[config.mk]
export PLATFORM = sky130hd
export DESIGN_NAME = imm_ext_pipe_flat
export DESIGN_NICKNAME = d
export VERILOG_FILES = /design/src/rtl/imm_ext_pkg.sv /design/src/rtl/imm_ext_if.sv /design/src/rtl/imm_ext_slice.sv /design/src/rtl/imm_ext_pipe.sv /design/src/flat_wrapper.sv
export SDC_FILE = /design/constraint.sdc
export NUM_CORES = 1
export LEC_CHECK = 0
export CORE_MARGIN = 4
export CORE_UTILIZATION = 45
export DETAILED_ROUTE_END_ITERATION = 10
export GPL_ROUTABILITY_DRIVEN = 0
export PLACE_DENSITY = 0.79
export RECOVER_POWER = 100
export SLEW_MARGIN = 0
export SYNTH_ARGS = -nofsm -noshare
export SYNTH_HDL_FRONTEND = slang
export SYNTH_SLANG_ARGS = --single-unit
[constraint.sdc]
create_clock -name clk -period 1.5 [get_ports clk]
set_input_delay 0.3 -clock clk [delete_from_list [all_inputs] [get_ports clk]]
set_output_delay 0.3 -clock clk [all_outputs]
set_load 0.02 [all_outputs]
[src/rtl/imm_ext_pkg.sv]
// Shared encodings and default widths for the immediate extender.
// Mode codes 5-7 are illegal (flagged only when IMM_EXT_CHECK_EN is defined).
package imm_ext_pkg;

    localparam int MODE_W    = 3;
    localparam int IN_W_DEF  = 16;
    localparam int OUT_W_DEF = 32;

    typedef enum logic [MODE_W-1:0] {
        IMM_SEXT   = 3'd0,
        IMM_ZEXT   = 3'd1,
        IMM_UPPER  = 3'd2,
        IMM_BRANCH = 3'd3,
        IMM_PASS   = 3'd4
    } imm_mode_e;

endpackage

[src/rtl/imm_ext_if.sv]
// Valid/ready bundle between the decode side, the extender and its consumer.
// out_err exists only when IMM_EXT_CHECK_EN is defined.
interface imm_ext_if
    import imm_ext_pkg::*;
#(
    parameter int IN_W  = IN_W_DEF,
    parameter int OUT_W = OUT_W_DEF
) ();

    logic              in_valid;
    logic              in_ready;
    logic [IN_W-1:0]   in_imm;
    logic [MODE_W-1:0] in_mode;
    logic              out_valid;
    logic              out_ready;
    logic [OUT_W-1:0]  out_data;
`ifdef IMM_EXT_CHECK_EN
    logic              out_err;

    modport master (
        output in_valid, in_imm, in_mode, out_ready,
        input  in_ready, out_valid, out_data, out_err
    );

    modport slave (
        input  in_valid, in_imm, in_mode, out_ready,
        output in_ready, out_valid, out_data, out_err
    );
`else
    modport master (
        output in_valid, in_imm, in_mode, out_ready,
        input  in_ready, out_valid, out_data
    );

    modport slave (
        input  in_valid, in_imm, in_mode, out_ready,
        output in_ready, out_valid, out_data
    );
`endif

endinterface

[src/rtl/imm_ext_slice.sv]
// One elastic register slice: loads when empty or drained this cycle.
// Flush clears the valid bit and wins over a load; data is left as is.
module imm_ext_slice #(
    parameter int W = 32
) (
    input  logic         clk,
    input  logic         rst_n,
    input  logic         flush,
    input  logic         up_valid_i,
    output logic         up_ready_o,
    input  logic [W-1:0] up_data_i,
    output logic         dn_valid_o,
    input  logic         dn_ready_i,
    output logic [W-1:0] dn_data_o
);

    logic         valid_q, valid_d;
    logic [W-1:0] data_q, data_d;
    logic         load;

    assign load = !valid_q || dn_ready_i;

    always_comb begin
        valid_d = valid_q;
        data_d  = data_q;
        if (flush) begin
            valid_d = 1'b0;
        end else if (load) begin
            valid_d = up_valid_i;
            if (up_valid_i) data_d = up_data_i;
        end
    end

    always_ff @(posedge clk or negedge rst_n) begin
        if (!rst_n) begin
            valid_q <= 1'b0;
            data_q  <= '0;
        end else begin
            valid_q <= valid_d;
            data_q  <= data_d;
        end
    end

    assign up_ready_o = load;
    assign dn_valid_o = valid_q;
    assign dn_data_o  = data_q;

endmodule

[src/rtl/imm_ext_pipe.sv]
// Pipelined immediate extender: combinational extend, then STAGES slices.
// IMM_EXT_CHECK_EN: modes 5-7 yield zero data and raise out_err.
module imm_ext_pipe
    import imm_ext_pkg::*;
#(
    parameter int IN_W   = IN_W_DEF,
    parameter int OUT_W  = OUT_W_DEF,
    parameter int STAGES = 1
) (
    input logic      clk,
    input logic      rst_n,
    input logic      flush,
    imm_ext_if.slave bus
);

    localparam int PAD = OUT_W - IN_W;
`ifdef IMM_EXT_CHECK_EN
    localparam int PW = OUT_W + 1;
`else
    localparam int PW = OUT_W;
`endif

    logic [OUT_W-1:0] sext;
    logic [OUT_W-1:0] ext;
    logic [PW-1:0]    pay0;
`ifdef IMM_EXT_CHECK_EN
    logic             err;
`endif

    always_comb begin
        sext = {{PAD{bus.in_imm[IN_W-1]}}, bus.in_imm};
        ext  = sext;
`ifdef IMM_EXT_CHECK_EN
        err  = 1'b0;
`endif
        case (bus.in_mode)
            IMM_SEXT:   ext = sext;
            IMM_ZEXT:   ext = {{PAD{1'b0}}, bus.in_imm};
            IMM_UPPER:  ext = {bus.in_imm, {PAD{1'b0}}};
            IMM_BRANCH: ext = {sext[OUT_W-3:0], 2'b00};
            IMM_PASS:   ext = {{PAD{1'b0}}, bus.in_imm};
            default: begin
`ifdef IMM_EXT_CHECK_EN
                ext = '0;
                err = 1'b1;
`else
                ext = sext;
`endif
            end
        endcase
    end

`ifdef IMM_EXT_CHECK_EN
    assign pay0 = {err, ext};
`else
    assign pay0 = ext;
`endif

    // Per-stage nets live in their own scope so the ready chain is not one vector.
    for (genvar k = 0; k < STAGES; k++) begin : g_stg
        logic          up_v, up_r, dn_v, dn_r;
        logic [PW-1:0] up_d, dn_d;

        if (k == 0) begin : g_head
            assign up_v = bus.in_valid;
            assign up_d = pay0;
        end else begin : g_body
            assign up_v = g_stg[k-1].dn_v;
            assign up_d = g_stg[k-1].dn_d;
        end

        if (k == STAGES - 1) begin : g_tail
            assign dn_r = bus.out_ready;
        end else begin : g_mid
            assign dn_r = g_stg[k+1].up_r;
        end

        imm_ext_slice #(.W(PW)) u_slice (
            .clk        (clk),
            .rst_n      (rst_n),
            .flush      (flush),
            .up_valid_i (up_v),
            .up_ready_o (up_r),
            .up_data_i  (up_d),
            .dn_valid_o (dn_v),
            .dn_ready_i (dn_r),
            .dn_data_o  (dn_d)
        );
    end

    assign bus.in_ready  = g_stg[0].up_r;
    assign bus.out_valid = g_stg[STAGES-1].dn_v;
    assign bus.out_data  = g_stg[STAGES-1].dn_d[OUT_W-1:0];
`ifdef IMM_EXT_CHECK_EN
    assign bus.out_err   = g_stg[STAGES-1].dn_d[OUT_W];
`endif

endmodule
[src/flat_wrapper.sv]
// flat-port wrapper written by rule: the top's interface ports become plain ports
module imm_ext_pipe_flat import imm_ext_pkg::*;
#(
    parameter int IN_W   = IN_W_DEF,
    parameter int OUT_W  = OUT_W_DEF,
    parameter int STAGES = 1
)
  (clk, rst_n, flush, bus_in_valid, bus_in_imm, bus_in_mode, bus_out_ready, bus_in_ready, bus_out_valid, bus_out_data);
  imm_ext_if #(.IN_W(IN_W), .OUT_W(OUT_W)) bus_i ();
  input logic clk;
  input logic rst_n;
  input logic flush;
  input wire logic [$bits(bus_i.in_valid)-1:0] bus_in_valid;
  input wire logic [$bits(bus_i.in_imm)-1:0] bus_in_imm;
  input wire logic [$bits(bus_i.in_mode)-1:0] bus_in_mode;
  input wire logic [$bits(bus_i.out_ready)-1:0] bus_out_ready;
  output wire logic [$bits(bus_i.in_ready)-1:0] bus_in_ready;
  output wire logic [$bits(bus_i.out_valid)-1:0] bus_out_valid;
  output wire logic [$bits(bus_i.out_data)-1:0] bus_out_data;
  assign bus_i.in_valid = bus_in_valid;
  assign bus_i.in_imm = bus_in_imm;
  assign bus_i.in_mode = bus_in_mode;
  assign bus_i.out_ready = bus_out_ready;
  assign bus_in_ready = bus_i.in_ready;
  assign bus_out_valid = bus_i.out_valid;
  assign bus_out_data = bus_i.out_data;
  imm_ext_pipe #(.IN_W(IN_W), .OUT_W(OUT_W), .STAGES(STAGES)) u_core (.clk(clk), .rst_n(rst_n), .flush(flush), .bus(bus_i));
endmodule
# Word level (Yosys, flattened, before mapping)

Cells that the tools add are included.

Register bits after elaboration: 33
Output and inout bits: 34

Equality and inequality tests: 4
Mux-type cells: 3
Bitwise logic cells: 1
Reduce and logical (&&, ||, !) cells: 5

Operators with widths:

| cell                                                 | number |
|---|---|
| one-hot mux 32 bit (3 select lines)                  | 1 |
| equality test 3 x 2 -> 1 bit (second input constant) | 2 |
| equality test 3 x 1 -> 1 bit (second input constant) | 1 |
| equality test 3 bit (second input constant)          | 1 |
| AND reduction 3 bit                                  | 1 |
| two-way mux 1 bit                                    | 2 |
| nonzero test 2 bit                                   | 1 |
| OR reduction 2 bit                                   | 1 |
| logical NOT 1 bit                                    | 1 |
| logical OR 1 bit                                     | 1 |
| inverter 1 bit                                       | 1 |

# Longest topological paths before layout

Depth after elaboration: 4
Depth in mapped cells: 6
Gate-level depth less buffers: 3

# Hierarchy

A second synthesis with hierarchy kept.

Cells, all modules: 155
Area total of the unflattened synthesis: 1737.9 µm²

Modules (own cells, without submodules):

| module        | times used | cells an instance | area each (µm²) | seq. area each (µm²) |
|---|---|---|---|---|
| imm_ext_slice | 1          | 73                | 1263.7          | 825.8 |
| imm_ext_pipe  | 1          | 82                | 474.2           | 0.0 |

# Least setup slack after synthesis

OpenSTA, ideal clock, no wires.

Path kind: reg-to-reg
From: register u_core.g_stg[0].u_slice.valid_q
To: register u_core.g_stg[0].u_slice.data_q[18]
Setup time: 134 ps
Arrival: 1117 ps
Required time: 1366 ps
Path slack: 249 ps
Stages on the path, launching flop included: 7
Clock period less this slack: 1251 ps
Path through: dfrtp_1 > nand2b_1 > buf_2 > and2_1 > buf_2 > buf_6 > a31oi_1

Word-level cells in the longest chain between the ends: 3

Ends and longest elaborated chain:

| element                       | RTL line            | RTL |
|---|---|---|
| from (decl)                   | imm_ext_slice.sv:17 | `logic valid_q, valid_d;` |
| from (signal assigned)        | imm_ext_slice.sv:39 | `valid_q <= valid_d;` |
| logical NOT 1 bit             | imm_ext_slice.sv:21 | `assign load = !valid_q \|\| dn_ready_i;` |
| logical OR 1 bit              | imm_ext_slice.sv:21 |  |
| AND reduction 3 bit (no line) | n/a                 |  |
| to (signal assigned)          | imm_ext_slice.sv:40 | `data_q <= data_d;` |
| to (decl)                     | imm_ext_slice.sv:18 | `logic [W-1:0] data_q, data_d;` |

Every way passes these cells.
A chain may end at the register's enable or synchronous reset.

# Final worst setup path

From: input port bus_out_ready
To: register u_core.g_stg[0].u_slice.data_q[12]

Word-level cells in the longest chain between the ends: 2

Ends and longest elaborated chain:

| element                       | RTL line            | RTL |
|---|---|---|
| from (decl)                   | flat_wrapper.sv:16  | `input wire logic [$bits(bus_i.out_ready)-1:0] bus_out_ready;` |
| logical OR 1 bit              | imm_ext_slice.sv:21 |  |
| AND reduction 3 bit (no line) | n/a                 |  |

Every way passes these cells.

==> impl_metrics.tcl <==
set metrics [dict create \
    drt_wl_total_mm 4.653 \
    grt_max_degree 34 \
    antenna_found_initial 0 \
    crit_buf_inv 3 \
    viasPerCell 5.742 \
    max-cap-violations 0 \
    synth-edff-count 0 \
    cts_num_sinks 33 \
    post_synth.cell_area_avg_um2 9.520 \
    worstMarginPinSlew_ns 0.8137 \
    first_iter_violations 152 \
    root_buffer "clkbuf_8" \
    yosys.area.top_type_share_pct 48.46 \
    status "completed" \
    fmax_mhz 708.8 \
    cts_buffers 5 \
    setup.worst_path.class "in -> reg" \
    die_h_um 69.54 \
    seq_area_frac_synth_pct 48.46 \
    finalNetCount 266 \
    layout_min_cycle_time_ns 1.411 \
    port_buffers 57 \
    drive_above_1_share_pct 13.17 \
    multi_input_area_um2 730.7 \
    synth_cell_type_count 24 \
    core_um2 3661 \
    vias 1671 \
    ys_top_cells_by_area "dfrtp_1 (48%), a31oi_1 (11%), a21oi_1 (8.8%)" \
    rsz0062_at_grt "no" \
    slowest_stage "clkdlybuf4s50_1" \
    grt_pass1_vias 1599 \
    final_hold_viol_count 0 \
    ant_nets 0 \
    min-delay-path-class "reg -> reg" \
    grt_usage_pct 19.36 \
    finalSetupViolCount 0 \
    slew_headroom_pct 45.75 \
    startpoint "bus_out_ready" \
    avgRoutedWirePerCell_um 15.99 \
    critPathRequiredTime_ns 1.68 \
    cts_max_path_buffers 2 \
    start_util_pct 46.55 \
    synth_fp_nets 203 \
    worst_r2r_startpoint "u_core.g_stg[0].u_slice.dn_valid_o" \
    clk_pin_slew_ns 0.07 \
    syn_area_um2 1704 \
    rows 22 \
    min_from "u_core.g_stg[0].u_slice.dn_data_o[27]" \
    n_fill_cell 306 \
    crit_family "buffers and inverters" \
    netlist_instances 179 \
    setup_ws_ns 0.08921 \
    io_pins 58 \
    crit_chain "clkdlybuf4s50_1, nand2b_1, clkbuf_4, buf_6, a21oi_1, a31oi_1" \
    worstPathMaxFanout 33 \
    cts_tree "built" \
    worstPathArrival_ns 1.60 \
    cp-start-kind "input port" \
    synthTopCellsByCount "dfrtp_1 (33), a21oi_1 (30), a31oi_1 (29)" \
    place_ws_ns -0.2839 \
    overflow 0 \
    dp_hpwl_mm 3.177 \
    power_density_nw_per_um2 1136 \
    grt_pass1_wl_mm 7.700 \
    num_antenna_cells 0 \
    synth-main-ff-cell "dfrtp_1" \
    worstSkewPairLatency_ns 0.28 \
    cts_htree_levels 2 \
    yosysMostFrequentCell "dfrtp_1" \
    synth_seq_cells 33 \
    worst_setup_path_end_kind "flip-flop" \
    yosys_warnings 0 \
    clock_skew_ns 0.003863 \
    synthToLayoutAreaGrowth_pct 44.57 \
    drc_errors 0 \
    first_pass_iters 4 \
    fp.dieArea_um2 4836 \
    leakagePower_uw 0.001046 \
    tns_ns 0 \
    fin_util_pct 67.29 \
    ff_latch_area_um2 825.8 \
    ctsHoldBuffers 0 \
    slew_viol_final 0 \
    die_w_um 69.54 \
    irDropWorstVdd_v 0.0005604 \
    async_flop_share_pct 100.0 \
    yosys.area.top_type "dfrtp_1" \
    period_share_pct 94.05 \
    crit_path_max_incr_delay_ns 0.45 \
]
==> where the power goes <==
part | switching [µW] | internal, µW | total, µW
Combinational | 474 | 348 | 822
Sequential | 78.8 | 1040 | 1110
Clock | 320 | 542 | 861
==> worst register-to-register path, delay by kind of cell, from the launching register on <==
kind	cells	cell delay, ns
AOI/OAI and AO/OA	2	0.34
and+or+nand+nor	1	0.09
DFF	1	0.37
buffers and inverters	2	0.38
==> stage by stage <==
step	total power [µW]	hold slack (ns)	instances	cell area [µm²]
4_1_cts	2813	0.3904	290	2457
3_5_place_dp	2064	0.5273	282	2382
3_3_place_gp	2041	0.5128	282	2382
6_report	2798	0.5432	291	2464
2_1_floorplan	1577	0.004409	179	1704
5_1_grt	2928	0.5635	291	2464
==> final cells by class <==
type                       count  share of cell area (%)
tap                           48                   2.438
multi-input combinational    120                   29.66
inverter                       4                  0.6094
sequential                    33                   33.52
clock buffer                   7                   3.504
clock inverter                 1                   1.219
timing repair buffer          78                   29.05
==> state kept, by name, summed over array words and instances (netlist names) <==
signal,count
u_core.g_stg.u_slice.dn_valid_o,1
u_core.g_stg.u_slice.dn_data_o,32
==> worst paths after layout <==
| path | to | slack (ns) | cells past startpoint |
|---|---|---|---|
| setup / recovery | u_core.g_stg[0].u_slice.dn_data_o[12] | 0.09 | 6 |
| hold / removal | u_core.g_stg[0].u_slice.dn_data_o[27] | 0.54 | 2 |
| setup reg to reg | u_core.g_stg[0].u_slice.dn_data_o[12] | 0.22 | 5 |
| hold reg to reg | u_core.g_stg[0].u_slice.dn_data_o[27] | 0.54 | 2 |
| max in group asynchronous | u_core.g_stg[0].u_slice.dn_data_o[24] | 0.34 | 2 |
| min in group asynchronous | u_core.g_stg[0].u_slice.dn_data_o[0] | 0.64 | 2 |
==> cell usage in the layout, fill, tap and decap left out <==
cell	synthesis	layout
bufinv_16	0	1
dlygate4sd2_1	0	33
nor3b_4	1	1
dlygate4sd3_1	0	1
buf_12	0	2
nor4bb_1	1	1
buf_6	6	2
nand2_1	28	28
and2_1	2	2
a31oi_1	29	29
inv_1	4	4
nor4b_1	1	1
o2111ai_1	1	1
clkbuf_1	6	2
xnor2_2	0	1
and3b_1	1	1
nand2b_1	2	2
nand4_1	2	2
nor2b_2	0	1
a211oi_1	1	1
o221ai_4	1	1
a21oi_1	30	30
dlymetal6s2s_1	0	2
buf_4	1	15
dfrtp_1	33	33
clkdlybuf4s50_1	0	20
clkbuf_8	0	6
clkbuf_2	0	1
clkbuf_4	0	1
o21ai_0	3	4
nand4b_1	14	14
==> cells by family after synthesis <==
family	count (synthesis)	synth area share (%)
XOR/XNOR	1	0.5140
AO/OA/AOI/OAI	66	23.13
buffers and inverters	26	9.250
AND/OR/NAND/NOR	53	18.65
flip-flops	33	48.46
==> what timing repair did <==
item | CTS | global route
gates cloned | 0 | 0
buffers inserted | 0 | 1
pin swaps | 0 | 2
setup endpoints to repair | 34 | 20
gates resized for setup | 35 | 5
==> layer usage <==
layer	vias up	part of all wire, %	global-route usage [%]
met1	803	44	26.94
met4	0	0	3.688
met3	0	7.6	4.493
met5	-	0	0
li1	784	-	-
met2	84	49	31.04
No activity file was read; power rests on OpenSTA's default activity.
